## src/rtl/uart_tx_fifo_cfg.sv

```systemverilog
// ============================================================================
// Module   : uart_tx_fifo_cfg
// Purpose  : UART transmitter with a parametrised input FIFO and per-frame
//            configuration of data length (5..DATA_WIDTH), parity and stop
//            bits. Frames are streamed back-to-back while the FIFO holds
//            data. Bit timing comes from an external baud tick strobe,
//            OVERSAMPLE ticks per bit.
// Optional : `define UART_TX_BREAK_EN adds a TX_BREAK input and a BREAK
//            state that holds the line low for a break condition.
// Ports    :
//   CLK            in   system clock
//   RESET          in   asynchronous active-high reset
//   TX_BR_TICKS    in   baud tick strobe, one CLK cycle wide
//   CFG_DATA_BITS  in   data bits per frame (clamped to 5..DATA_WIDTH)
//   CFG_PARITY_EN  in   insert parity bit
//   CFG_PARITY_ODD in   1 = odd parity, 0 = even parity
//   CFG_STOP2      in   1 = two stop bits
//   TX_BREAK       in   break request (UART_TX_BREAK_EN builds only)
//   TX_VALID       in   push request
//   TX_READY       out  FIFO not full
//   TX_DATA_IN     in   word to send, LSB first
//   TX             out  serial line, idles high
//   TX_BUSY        out  high while the FSM is not in IDLE
//   TX_DONE        out  one-cycle pulse at the end of each frame
//   FIFO_COUNT     out  current FIFO occupancy
//   STATE_DBG      out  current FSM state (debug)
// Revision : 1.0 - initial release
// ============================================================================
`default_nettype none

module uart_tx_fifo_cfg #(
    parameter int DATA_WIDTH = 8,
    parameter int OVERSAMPLE = 16,
    parameter int FIFO_DEPTH = 4
) (
    input  logic                        CLK,
    input  logic                        RESET,
    input  logic                        TX_BR_TICKS,
    input  logic [3:0]                  CFG_DATA_BITS,
    input  logic                        CFG_PARITY_EN,
    input  logic                        CFG_PARITY_ODD,
    input  logic                        CFG_STOP2,
`ifdef UART_TX_BREAK_EN
    input  logic                        TX_BREAK,
`endif
    input  logic                        TX_VALID,
    output logic                        TX_READY,
    input  logic [DATA_WIDTH-1:0]       TX_DATA_IN,
    output logic                        TX,
    output logic                        TX_BUSY,
    output logic                        TX_DONE,
    output logic [$clog2(FIFO_DEPTH):0] FIFO_COUNT,
    output logic [2:0]                  STATE_DBG
);

    localparam int PTR_W  = $clog2(FIFO_DEPTH);
    localparam int CNT_W  = PTR_W + 1;
    localparam int IDX_W  = $clog2(DATA_WIDTH);
    localparam int TICK_W = $clog2(2 * OVERSAMPLE);

    localparam logic [2:0] S_IDLE   = 3'd0;
    localparam logic [2:0] S_START  = 3'd1;
    localparam logic [2:0] S_DATA   = 3'd2;
    localparam logic [2:0] S_PARITY = 3'd3;
    localparam logic [2:0] S_STOP   = 3'd4;
`ifdef UART_TX_BREAK_EN
    localparam logic [2:0] S_BREAK  = 3'd5;
    localparam int         BRK_W    = $clog2((DATA_WIDTH + 3) * OVERSAMPLE + 1);
    localparam logic [BRK_W-1:0] BRK_MIN = BRK_W'((DATA_WIDTH + 3) * OVERSAMPLE);
`endif

    localparam logic [TICK_W-1:0] BIT_LAST   = TICK_W'(OVERSAMPLE - 1);
    localparam logic [TICK_W-1:0] STOP2_LAST = TICK_W'(2 * OVERSAMPLE - 1);
    localparam logic [CNT_W-1:0]  DEPTH_C    = CNT_W'(FIFO_DEPTH);
    localparam logic [3:0]        DW_C       = 4'(DATA_WIDTH);

    // ------------------------------------------------------------------
    // FIFO storage and pointers
    // ------------------------------------------------------------------
    logic [DATA_WIDTH-1:0] mem [FIFO_DEPTH];
    logic [PTR_W-1:0]      wr_ptr;
    logic [PTR_W-1:0]      rd_ptr;
    logic [CNT_W-1:0]      count;
    logic [CNT_W-1:0]      count_nxt;
    logic                  push;
    logic                  pop;
    logic [DATA_WIDTH-1:0] head;

    assign push = TX_VALID && TX_READY;
    assign head = mem[rd_ptr];

    // Storage needs no reset: contents are only read when count says valid.
    always_ff @(posedge CLK) begin
        if (push) begin
            mem[wr_ptr] <= TX_DATA_IN;
        end
    end

    always_comb begin
        count_nxt = count;
        case ({push, pop})
            2'b10:   count_nxt = count + CNT_W'(1);
            2'b01:   count_nxt = count - CNT_W'(1);
            default: count_nxt = count;
        endcase
    end

    always_ff @(posedge CLK or posedge RESET) begin
        if (RESET) begin
            wr_ptr <= '0;
            rd_ptr <= '0;
            count  <= '0;
        end else begin
            if (push) begin
                wr_ptr <= wr_ptr + PTR_W'(1);
            end
            if (pop) begin
                rd_ptr <= rd_ptr + PTR_W'(1);
            end
            count <= count_nxt;
        end
    end

    assign FIFO_COUNT = count;

    // ------------------------------------------------------------------
    // Frame configuration decode, evaluated against the FIFO head so it
    // can be latched on the pop edge.
    // ------------------------------------------------------------------
    logic [3:0]            len_clamp;
    logic [IDX_W-1:0]      len_last;
    logic [DATA_WIDTH-1:0] len_mask;
    logic                  head_par;

    always_comb begin
        if (CFG_DATA_BITS < 4'd5) begin
            len_clamp = 4'd5;
        end else if (CFG_DATA_BITS > DW_C) begin
            len_clamp = DW_C;
        end else begin
            len_clamp = CFG_DATA_BITS;
        end
        len_last = IDX_W'(len_clamp - 4'd1);
        for (int i = 0; i < DATA_WIDTH; i++) begin
            len_mask[i] = (i < int'(len_clamp));
        end
        // Parity covers only the bits that will actually be shifted out.
        head_par = (^(head & len_mask)) ^ CFG_PARITY_ODD;
    end

    // ------------------------------------------------------------------
    // FSM and datapath state
    // ------------------------------------------------------------------
    logic [2:0]            state,     state_nxt;
    logic [TICK_W-1:0]     tick_cnt,  tick_cnt_nxt;
    logic [IDX_W-1:0]      bit_idx,   bit_idx_nxt;
    logic [IDX_W-1:0]      data_last, data_last_nxt;
    logic [DATA_WIDTH-1:0] shreg,     shreg_nxt;
    logic                  par_bit,   par_bit_nxt;
    logic                  par_en_l,  par_en_l_nxt;
    logic                  stop2_l,   stop2_l_nxt;
`ifdef UART_TX_BREAK_EN
    logic [BRK_W-1:0]      brk_cnt,   brk_cnt_nxt;
    logic                  brk_mark,  brk_mark_nxt;
`endif
    logic                  tick_clr;
    logic                  frame_end;
    logic                  bit_end;
    logic                  stop_end;

    assign bit_end  = TX_BR_TICKS && (tick_cnt == BIT_LAST);
    assign stop_end = TX_BR_TICKS && (tick_cnt == (stop2_l ? STOP2_LAST : BIT_LAST));

    // State register (with the datapath it sequences)
    always_ff @(posedge CLK or posedge RESET) begin
        if (RESET) begin
            state     <= S_IDLE;
            tick_cnt  <= '0;
            bit_idx   <= '0;
            data_last <= '0;
            shreg     <= '0;
            par_bit   <= 1'b0;
            par_en_l  <= 1'b0;
            stop2_l   <= 1'b0;
`ifdef UART_TX_BREAK_EN
            brk_cnt   <= '0;
            brk_mark  <= 1'b0;
`endif
        end else begin
            state     <= state_nxt;
            tick_cnt  <= tick_cnt_nxt;
            bit_idx   <= bit_idx_nxt;
            data_last <= data_last_nxt;
            shreg     <= shreg_nxt;
            par_bit   <= par_bit_nxt;
            par_en_l  <= par_en_l_nxt;
            stop2_l   <= stop2_l_nxt;
`ifdef UART_TX_BREAK_EN
            brk_cnt   <= brk_cnt_nxt;
            brk_mark  <= brk_mark_nxt;
`endif
        end
    end

    // Next-state logic
    always_comb begin
        state_nxt     = state;
        bit_idx_nxt   = bit_idx;
        data_last_nxt = data_last;
        shreg_nxt     = shreg;
        par_bit_nxt   = par_bit;
        par_en_l_nxt  = par_en_l;
        stop2_l_nxt   = stop2_l;
`ifdef UART_TX_BREAK_EN
        brk_cnt_nxt   = brk_cnt;
        brk_mark_nxt  = brk_mark;
`endif
        pop           = 1'b0;
        frame_end     = 1'b0;
        tick_clr      = 1'b0;

        case (state)
            S_IDLE: begin
                tick_clr = 1'b1;
`ifdef UART_TX_BREAK_EN
                if (TX_BREAK) begin
                    state_nxt    = S_BREAK;
                    brk_cnt_nxt  = '0;
                    brk_mark_nxt = 1'b0;
                end else
`endif
                if (count != '0) begin
                    pop       = 1'b1;
                    state_nxt = S_START;
                end
            end
            S_START: begin
                if (bit_end) begin
                    tick_clr  = 1'b1;
                    state_nxt = S_DATA;
                end
            end
            S_DATA: begin
                if (bit_end) begin
                    tick_clr = 1'b1;
                    if (bit_idx == data_last) begin
                        state_nxt = par_en_l ? S_PARITY : S_STOP;
                    end else begin
                        bit_idx_nxt = bit_idx + IDX_W'(1);
                        shreg_nxt   = shreg >> 1;
                    end
                end
            end
            S_PARITY: begin
                if (bit_end) begin
                    tick_clr  = 1'b1;
                    state_nxt = S_STOP;
                end
            end
            S_STOP: begin
                if (stop_end) begin
                    tick_clr  = 1'b1;
                    frame_end = 1'b1;
                    // Chain straight into the next frame when data waits.
                    if (count != '0) begin
                        pop       = 1'b1;
                        state_nxt = S_START;
                    end else begin
                        state_nxt = S_IDLE;
                    end
                end
            end
`ifdef UART_TX_BREAK_EN
            S_BREAK: begin
                if (!brk_mark) begin
                    // Low phase: count ticks up to the minimum, then wait
                    // for release before the closing mark period.
                    tick_clr = 1'b1;
                    if (TX_BR_TICKS && (brk_cnt != BRK_MIN)) begin
                        brk_cnt_nxt = brk_cnt + BRK_W'(1);
                    end
                    if ((brk_cnt == BRK_MIN) && !TX_BREAK) begin
                        brk_mark_nxt = 1'b1;
                    end
                end else if (bit_end) begin
                    tick_clr  = 1'b1;
                    state_nxt = S_IDLE;
                end
            end
`endif
            default: begin
                tick_clr  = 1'b1;
                state_nxt = S_IDLE;
            end
        endcase

        if (pop) begin
            shreg_nxt     = head;
            data_last_nxt = len_last;
            par_bit_nxt   = head_par;
            par_en_l_nxt  = CFG_PARITY_EN;
            stop2_l_nxt   = CFG_STOP2;
            bit_idx_nxt   = '0;
        end

        if (tick_clr) begin
            tick_cnt_nxt = '0;
        end else if (TX_BR_TICKS) begin
            tick_cnt_nxt = tick_cnt + TICK_W'(1);
        end else begin
            tick_cnt_nxt = tick_cnt;
        end
    end

    // Output logic: values for the output registers, derived from the
    // state being entered so TX changes on the same edge as the state.
    logic tx_nxt;
    logic busy_nxt;
    logic ready_nxt;

    always_comb begin
        tx_nxt = 1'b1;
        case (state_nxt)
            S_START:  tx_nxt = 1'b0;
            S_DATA:   tx_nxt = shreg_nxt[0];
            S_PARITY: tx_nxt = par_bit_nxt;
`ifdef UART_TX_BREAK_EN
            S_BREAK:  tx_nxt = brk_mark_nxt;
`endif
            default:  tx_nxt = 1'b1;
        endcase
        busy_nxt  = (state_nxt != S_IDLE);
        ready_nxt = (count_nxt != DEPTH_C);
    end

    always_ff @(posedge CLK or posedge RESET) begin
        if (RESET) begin
            TX       <= 1'b1;
            TX_BUSY  <= 1'b0;
            TX_DONE  <= 1'b0;
            TX_READY <= 1'b1;
        end else begin
            TX       <= tx_nxt;
            TX_BUSY  <= busy_nxt;
            TX_DONE  <= frame_end;
            TX_READY <= ready_nxt;
        end
    end

    assign STATE_DBG = state;

endmodule

`default_nettype wire

```

## config.mk

```make
export PLATFORM = sky130hd
export DESIGN_NAME = uart_tx_fifo_cfg
export DESIGN_NICKNAME = d
export VERILOG_FILES = /design/src/rtl/uart_tx_fifo_cfg.sv
export SDC_FILE = /design/constraint.sdc
export NUM_CORES = 1
export LEC_CHECK = 0
export ABC_CLOCK_PERIOD_IN_PS = 3100
export CAP_MARGIN = 20
export CORE_ASPECT_RATIO = 1.25
export CORE_MARGIN = 10
export CORE_UTILIZATION = 35
export DETAILED_ROUTE_END_ITERATION = 7
export PLACE_DENSITY_LB_ADDON = 0.2
export RECOVER_POWER = 25
export SLEW_MARGIN = 20
export SYNTH_ARGS = -nofsm -noshare
export SYNTH_HDL_FRONTEND = slang
export SYNTH_SLANG_ARGS = --single-unit
```

## constraint.sdc

```tcl
create_clock -name CLK -period 3.1 [get_ports CLK]
set_clock_uncertainty 0.05 [all_clocks]
set_input_delay 0.31 -clock CLK [delete_from_list [all_inputs] [get_ports CLK]]
set_output_delay 0.31 -clock CLK [all_outputs]
set_load 0.005 [all_outputs]
```

## After elaboration in Yosys (flattened, before gate mapping)

Memory sizes are Yosys's and may differ from the RTL's.
Index checks and enable logic that the tools add are counted.

| storage, ports and cells | value |
|---|---|
| bits in read-only memories | 0 |
| RAM bits | 32 |
| input port bits | 19 |
| register bits | 36 |
| memories | 1 |
| bits in latches | 0 |
| output and inout bits | 10 |
| word-level logic and storage cells | 96 |

Memory list:

| memory | words | bits a word | read ports | clocked after memory_dff | write ports | RTL line | text |
|---|---|---|---|---|---|---|---|
| mem | 4 | 8 | 1 | 0 | 1 | 80 | `logic [DATA_WIDTH-1:0] mem [FIFO_DEPTH];` |

| operators by class | value |
|---|---|
| equal/unequal tests | 14 |
| shift operators | 0 |
| $mul | 0 |
| reductions and logical operators | 12 |
| div/mod/pow operators | 0 |
| magnitude comparators | 10 |
| bitwise logic cells | 2 |
| add/sub/neg operators | 7 |
| multiplexer cells | 34 |

Operators by type and width:

| cell | number |
|---|---|
| $mux W3 | 11 |
| $mux W8 | 4 |
| $lt A3 B4 Y1 const A | 4 |
| $mux W5 | 3 |
| $pmux W3 S5 | 1 |
| $eq A3 B2 Y1 const B | 4 |
| $mux W1 | 9 |
| $and A8 B8 Y8 | 1 |
| $lt A1 B4 Y1 const A | 2 |
| $lt A2 B4 Y1 const A | 2 |
| $mux W4 | 2 |
| $reduce_xor A8 Y1 | 1 |
| $add A3 B1 Y3 const B | 2 |
| $eq A3 B1 Y1 const B | 2 |
| $pmux W3 S2 | 1 |
| $reduce_bool A2 Y1 | 3 |
| $reduce_bool A3 Y1 | 2 |
| $sub A3 B1 Y3 const B | 2 |
| $add A5 B1 Y5 const B | 1 |
| $eq A5 B4 Y1 const B | 1 |
| $eq A5 B5 Y1 | 1 |
| $add A2 B1 Y2 const B | 2 |
| $gt A4 B4 Y1 const B | 1 |
| $lt A4 B3 Y1 const B | 1 |
| 13 further kinds | 16 |

## Logic depth before layout (Yosys ltp)

| logic depth | value |
|---|---|
| depth after elaboration | 9 |
| mapped depth | 13 |
| mapped depth without buffers | 12 |

## Least setup slack after synthesis

OpenSTA, ideal clock, no wires.

| path | value |
|---|---|
| kind | reg2reg |
| from | reg tick_cnt[0] |
| to | reg TX_READY |
| path buffers | 1 |
| arrival time | 2.478 ns |
| setup slack | 0.490 ns |
| setup time | 0.082 ns |
| data required time | 2.968 ns |
| stages on the path, launching flop included | 14 |
| period minus slack after synthesis | 2.610 ns |
| cells stage by stage | dfrtp_1 -> ha_1 -> nand4_1 -> o21ai_0 -> nand2b_1 -> inv_1 -> clkbuf_1 -> ha_1 -> inv_1 -> fa_1 -> xor2_1 -> nor2_1 -> xor2_1 -> nand2_1 |

| on the way | value |
|---|---|
| cells in the longest elaborated chain, start to end | 7 |
| elaborated cells on any way between the ends | 8 |
| classes of those cells | eq/ne: 4; mux: 3; reduce/logical: 1 |

RTL lines:

| what | RTL line | text |
|---|---|---|
| from (decl) | 155 | `logic [TICK_W-1:0] tick_cnt, tick_cnt_nxt;` |
| from (signal assigned) | 191 | `tick_cnt <= tick_cnt_nxt;` |
| $eq A5 B5 Y1 (*) | 172 | `assign stop_end = TX_BR_TICKS && (tick_cnt == (stop2_l ? STOP2_LAST : BIT_LAST));` |
| $logic_and A1 B1 Y1 (*) | 172 |  |
| $mux W1 (*) | 261 | `if (stop_end) begin` |
| $pmux W1 S2 (*) | 222 | `case (state)` |
| $eq A2 B1 Y1 or $eq A2 B2 Y1 (tied branches) | 101 | `case ({push, pop})` |
| $pmux W3 S2 (*) | 101 |  |
| net count_nxt[2] | 84 | `logic [CNT_W-1:0] count_nxt;` |
| $ne A3 B3 Y1 (*) | 333 | `ready_nxt = (count_nxt != DEPTH_C);` |
| net ready_nxt | 319 | `logic ready_nxt;` |
| to (signal assigned) | 346 | `TX_READY <= ready_nxt;` |
| to (decl) | 47 | `output logic TX_READY,` |

The timed path passes the listed nets; every way through them passes the cells marked *.
A chain may end at the register's enable or synchronous reset.

## Final worst setup path

Same ends and word-level chain as after synthesis.

==> results.json <==
{
  "setup_tns_ps": 0,
  "maxCapViolCount": 1,
  "regArea_mm2": 0.00186,
  "place_inst": 371,
  "synth_edf_count": 32,
  "status": "finished with violations",
  "grt_overflow": 0,
  "worstHoldPathType": "flop to flop",
  "clock-sinks": 68,
  "ys_seq_elements": 68,
  "grt_pass1_vias": 1917,
  "dr.pass1.iters": 4,
  "h-tree-depth": 3,
  "placed_area_mm2": 0.00350,
  "place_ws_ps": 356,
  "ys_warn_count": 0,
  "min_period_ps": 2540,
  "yosysUniqueCellTypes": 43,
  "root_buffer": "clkbuf_8",
  "max_freq_mhz": 393,
  "clk_pin_slew_ps": 80,
  "avgSynthCellArea_um2": 13.6,
  "clockBufferDepth": 2,
  "multiInputGateArea_mm2": 0.00112,
  "critical_path_required_ps": 3330,
  "vias": 1793,
  "synth_top_area_share": 0.313,
  "yosysSeqAreaShare": 0.608,
  "drc": 0,
  "first_iter_violations": 79,
  "worstMarginPinSlew_ps": 1950,
  "cp-end-kind": "flop",
  "path_class": "flop to flop",
  "hp-start": "par_bit",
  "p_leak_nw": 1.44,
  "critPathMaxStageDelay_ps": 400,
  "clock_latency_ps": 340,
  "slew_viol_final": 37,
  "async_flop_share": 0.529,
  "diodes": 0,
  "grt_util_all_layers": 0.0917,
  "nFillCells": 824,
  "cts_tree": "done",
  "dieHeight_um": 125,
  "fin_crit_sh": 0.820,
  "worst-path-buf-inv": 2,
  "worstPathCellList": "ha_1, nand4_1, o21ai_0, nand2b_1, inv_1, ha_1, inv_1, fa_1, xor2_1, nor2_1, xor2_1, nand2_1",
  "synth_cells": 226,
  "port-buffer-count": 28,
  "ctsHoldBuffers": 0,
  "gp_congestion": 0.690,
  "syn_nets": 255,
  "cp_max_fo": 3,
  "dpl.hpwl_um": 3950,
  "grt_first_pass_wirelength_um": 9470,
  "top_level_ports": 29,
  "postRouteAntennaNets": 0,
  "final_cell_area_mm2": 0.00369,
  "synthTopCellsByCount": "dfrtp_1, edfxtp_1, nand2_1, nor2_1, o21ai_0",
  "synth.cell_area_mm2": 0.00307,
  "arrival_ps": 2770,
  "hold_viol_final": 0,
  "synth-main-ff-cell": "dfrtp_1",
  "routed_via_density": 4.63,
  "critPathSlowestCell": "dfrtp_1",
  "violations": "capacitance limit, slew limit",
  "fin_cells": 387,
  "routed_wirelength_um": 5640,
  "num-nets-final": 291,
  "die_area_mm2": 0.0129,
  "post-cts-setup-buffers": 0,
  "r2r_start": "tick_cnt[0]",
  "numCtsBuffers": 9,
  "fp.dieW_um": 104,
  "wl_per_cell_um": 14.6,
  "crit_start": "tick_cnt[0]",
  "rsz0062_at_grt": "false",
  "drive_above_1_share": 0.116,
  "grt_start_max_net_pins": 37,
  "start_kind": "flop",
  "synth.area.top_cells": "edfxtp_1, dfrtp_1, ha_1",
  "p_per_area_mw_per_mm2": 858,
  "slew_headroom": -0.299,
  "ir_drop_mv": 0.392,
  "setup_ws_ps": 558,
  "yosysTopAreaCell": "edfxtp_1",
  "power_mw": 3.17,
  "area_growth_syn_to_layout_pct": 20.3,
  "rows": 38,
  "start_util": 0.356,
  "antenna_found_initial": 0,
  "finalSetupViolCount": 0,
  "core_mm2": 0.00861,
  "ctsResizeCount": 0,
  "critPathTopFamily": "adder cells",
  "synthMostInstantiatedCell": "dfrtp_1"
}
[state kept, by name (all words and copies together) (netlist names), 2 cells and up]
| register | flops |
|---|---|
| shreg | 8 |
| rd_ptr | 2 |
| wr_ptr | 2 |
| tick_cnt | 5 |
| data_last | 3 |
| mem | 32 |
| FIFO_COUNT | 3 |
| bit_idx | 3 |
| STATE_DBG | 3 |
[cell usage in the layout, fill, tap and decap left out, drive strengths merged, types with 11 or more instances in the layout]
cell type      netlist  layout
edfxtp              32      32
xnor2               11      11
nand2               23      23
clkbuf               5      11
inv                 12      12
o21ai               14      14
nor2                14      14
clkdlybuf4s50        0      19
dfrtp               34      34
[per-layer routing]
layer	part of all wire	GRT usage	wire length, um
met3	0.043	0.0321	244
met5	0	0	0
met2	0.51	0.159	2870
met1	0.43	0.0998	2440
met4	0.014	0.0369	81
[cell type report]
type	count	share of cell area
sequential	68	0.505
tap	120	0.0407
clock buffer	10	0.0346
multi-input combinational	138	0.304
clock inverter	6	0.0176
inverter	12	0.0122
timing repair buffer	33	0.0851
[report_power, final]
group / switching, mW / internal, mW / total, mW
logic: 0.450 / 0.561 / 1.01
clock network: 0.342 / 0.372 / 0.713
registers: 0.216 / 1.23 / 1.44
total: 1.01 / 2.16 / 3.17
[worst register-to-register path: cells and delay by family, from the launching register on]
family	cells	cell delay, ps
AO/OA/AOI/OAI	1	330
XOR/XNOR	2	340
adder cells (fa/ha/maj)	3	750
buffers and inverters	2	170
flip-flops	1	400
AND/OR/NAND/NOR	4	450
[final timing paths]
check                             to  slack (ps)  cells after the start
max                         TX_READY         560                     12
max in group asynchronous   shreg[0]         820                      3
min reg2reg                  par_bit         440                      2
min                          par_bit         440                      2
max reg2reg                 TX_READY         560                     12
min in group asynchronous  rd_ptr[1]        1060                      3
[through the flow]
| step | hold slack [ps] | util |
|---|---|---|
| floorplan | 359 | - |
| finish | 439 | 0.429 |
| CTS | 337 | 0.429 |
| global placement | 422 | 0.407 |
| detailed placement | 429 | 0.407 |
| global route | 483 | 0.429 |
[logic make-up after synthesis]
kind of cell / count (synthesis) / share of synthesized area
xor+xnor: 21 / 0.0690
buf+inv: 20 / 0.0281
simple gates: 58 / 0.0902
compound gates: 30 / 0.0624
flops: 68 / 0.608
fa+ha+maj: 10 / 0.0432
mux: 19 / 0.0991
(Power assumes the default switching activity.)
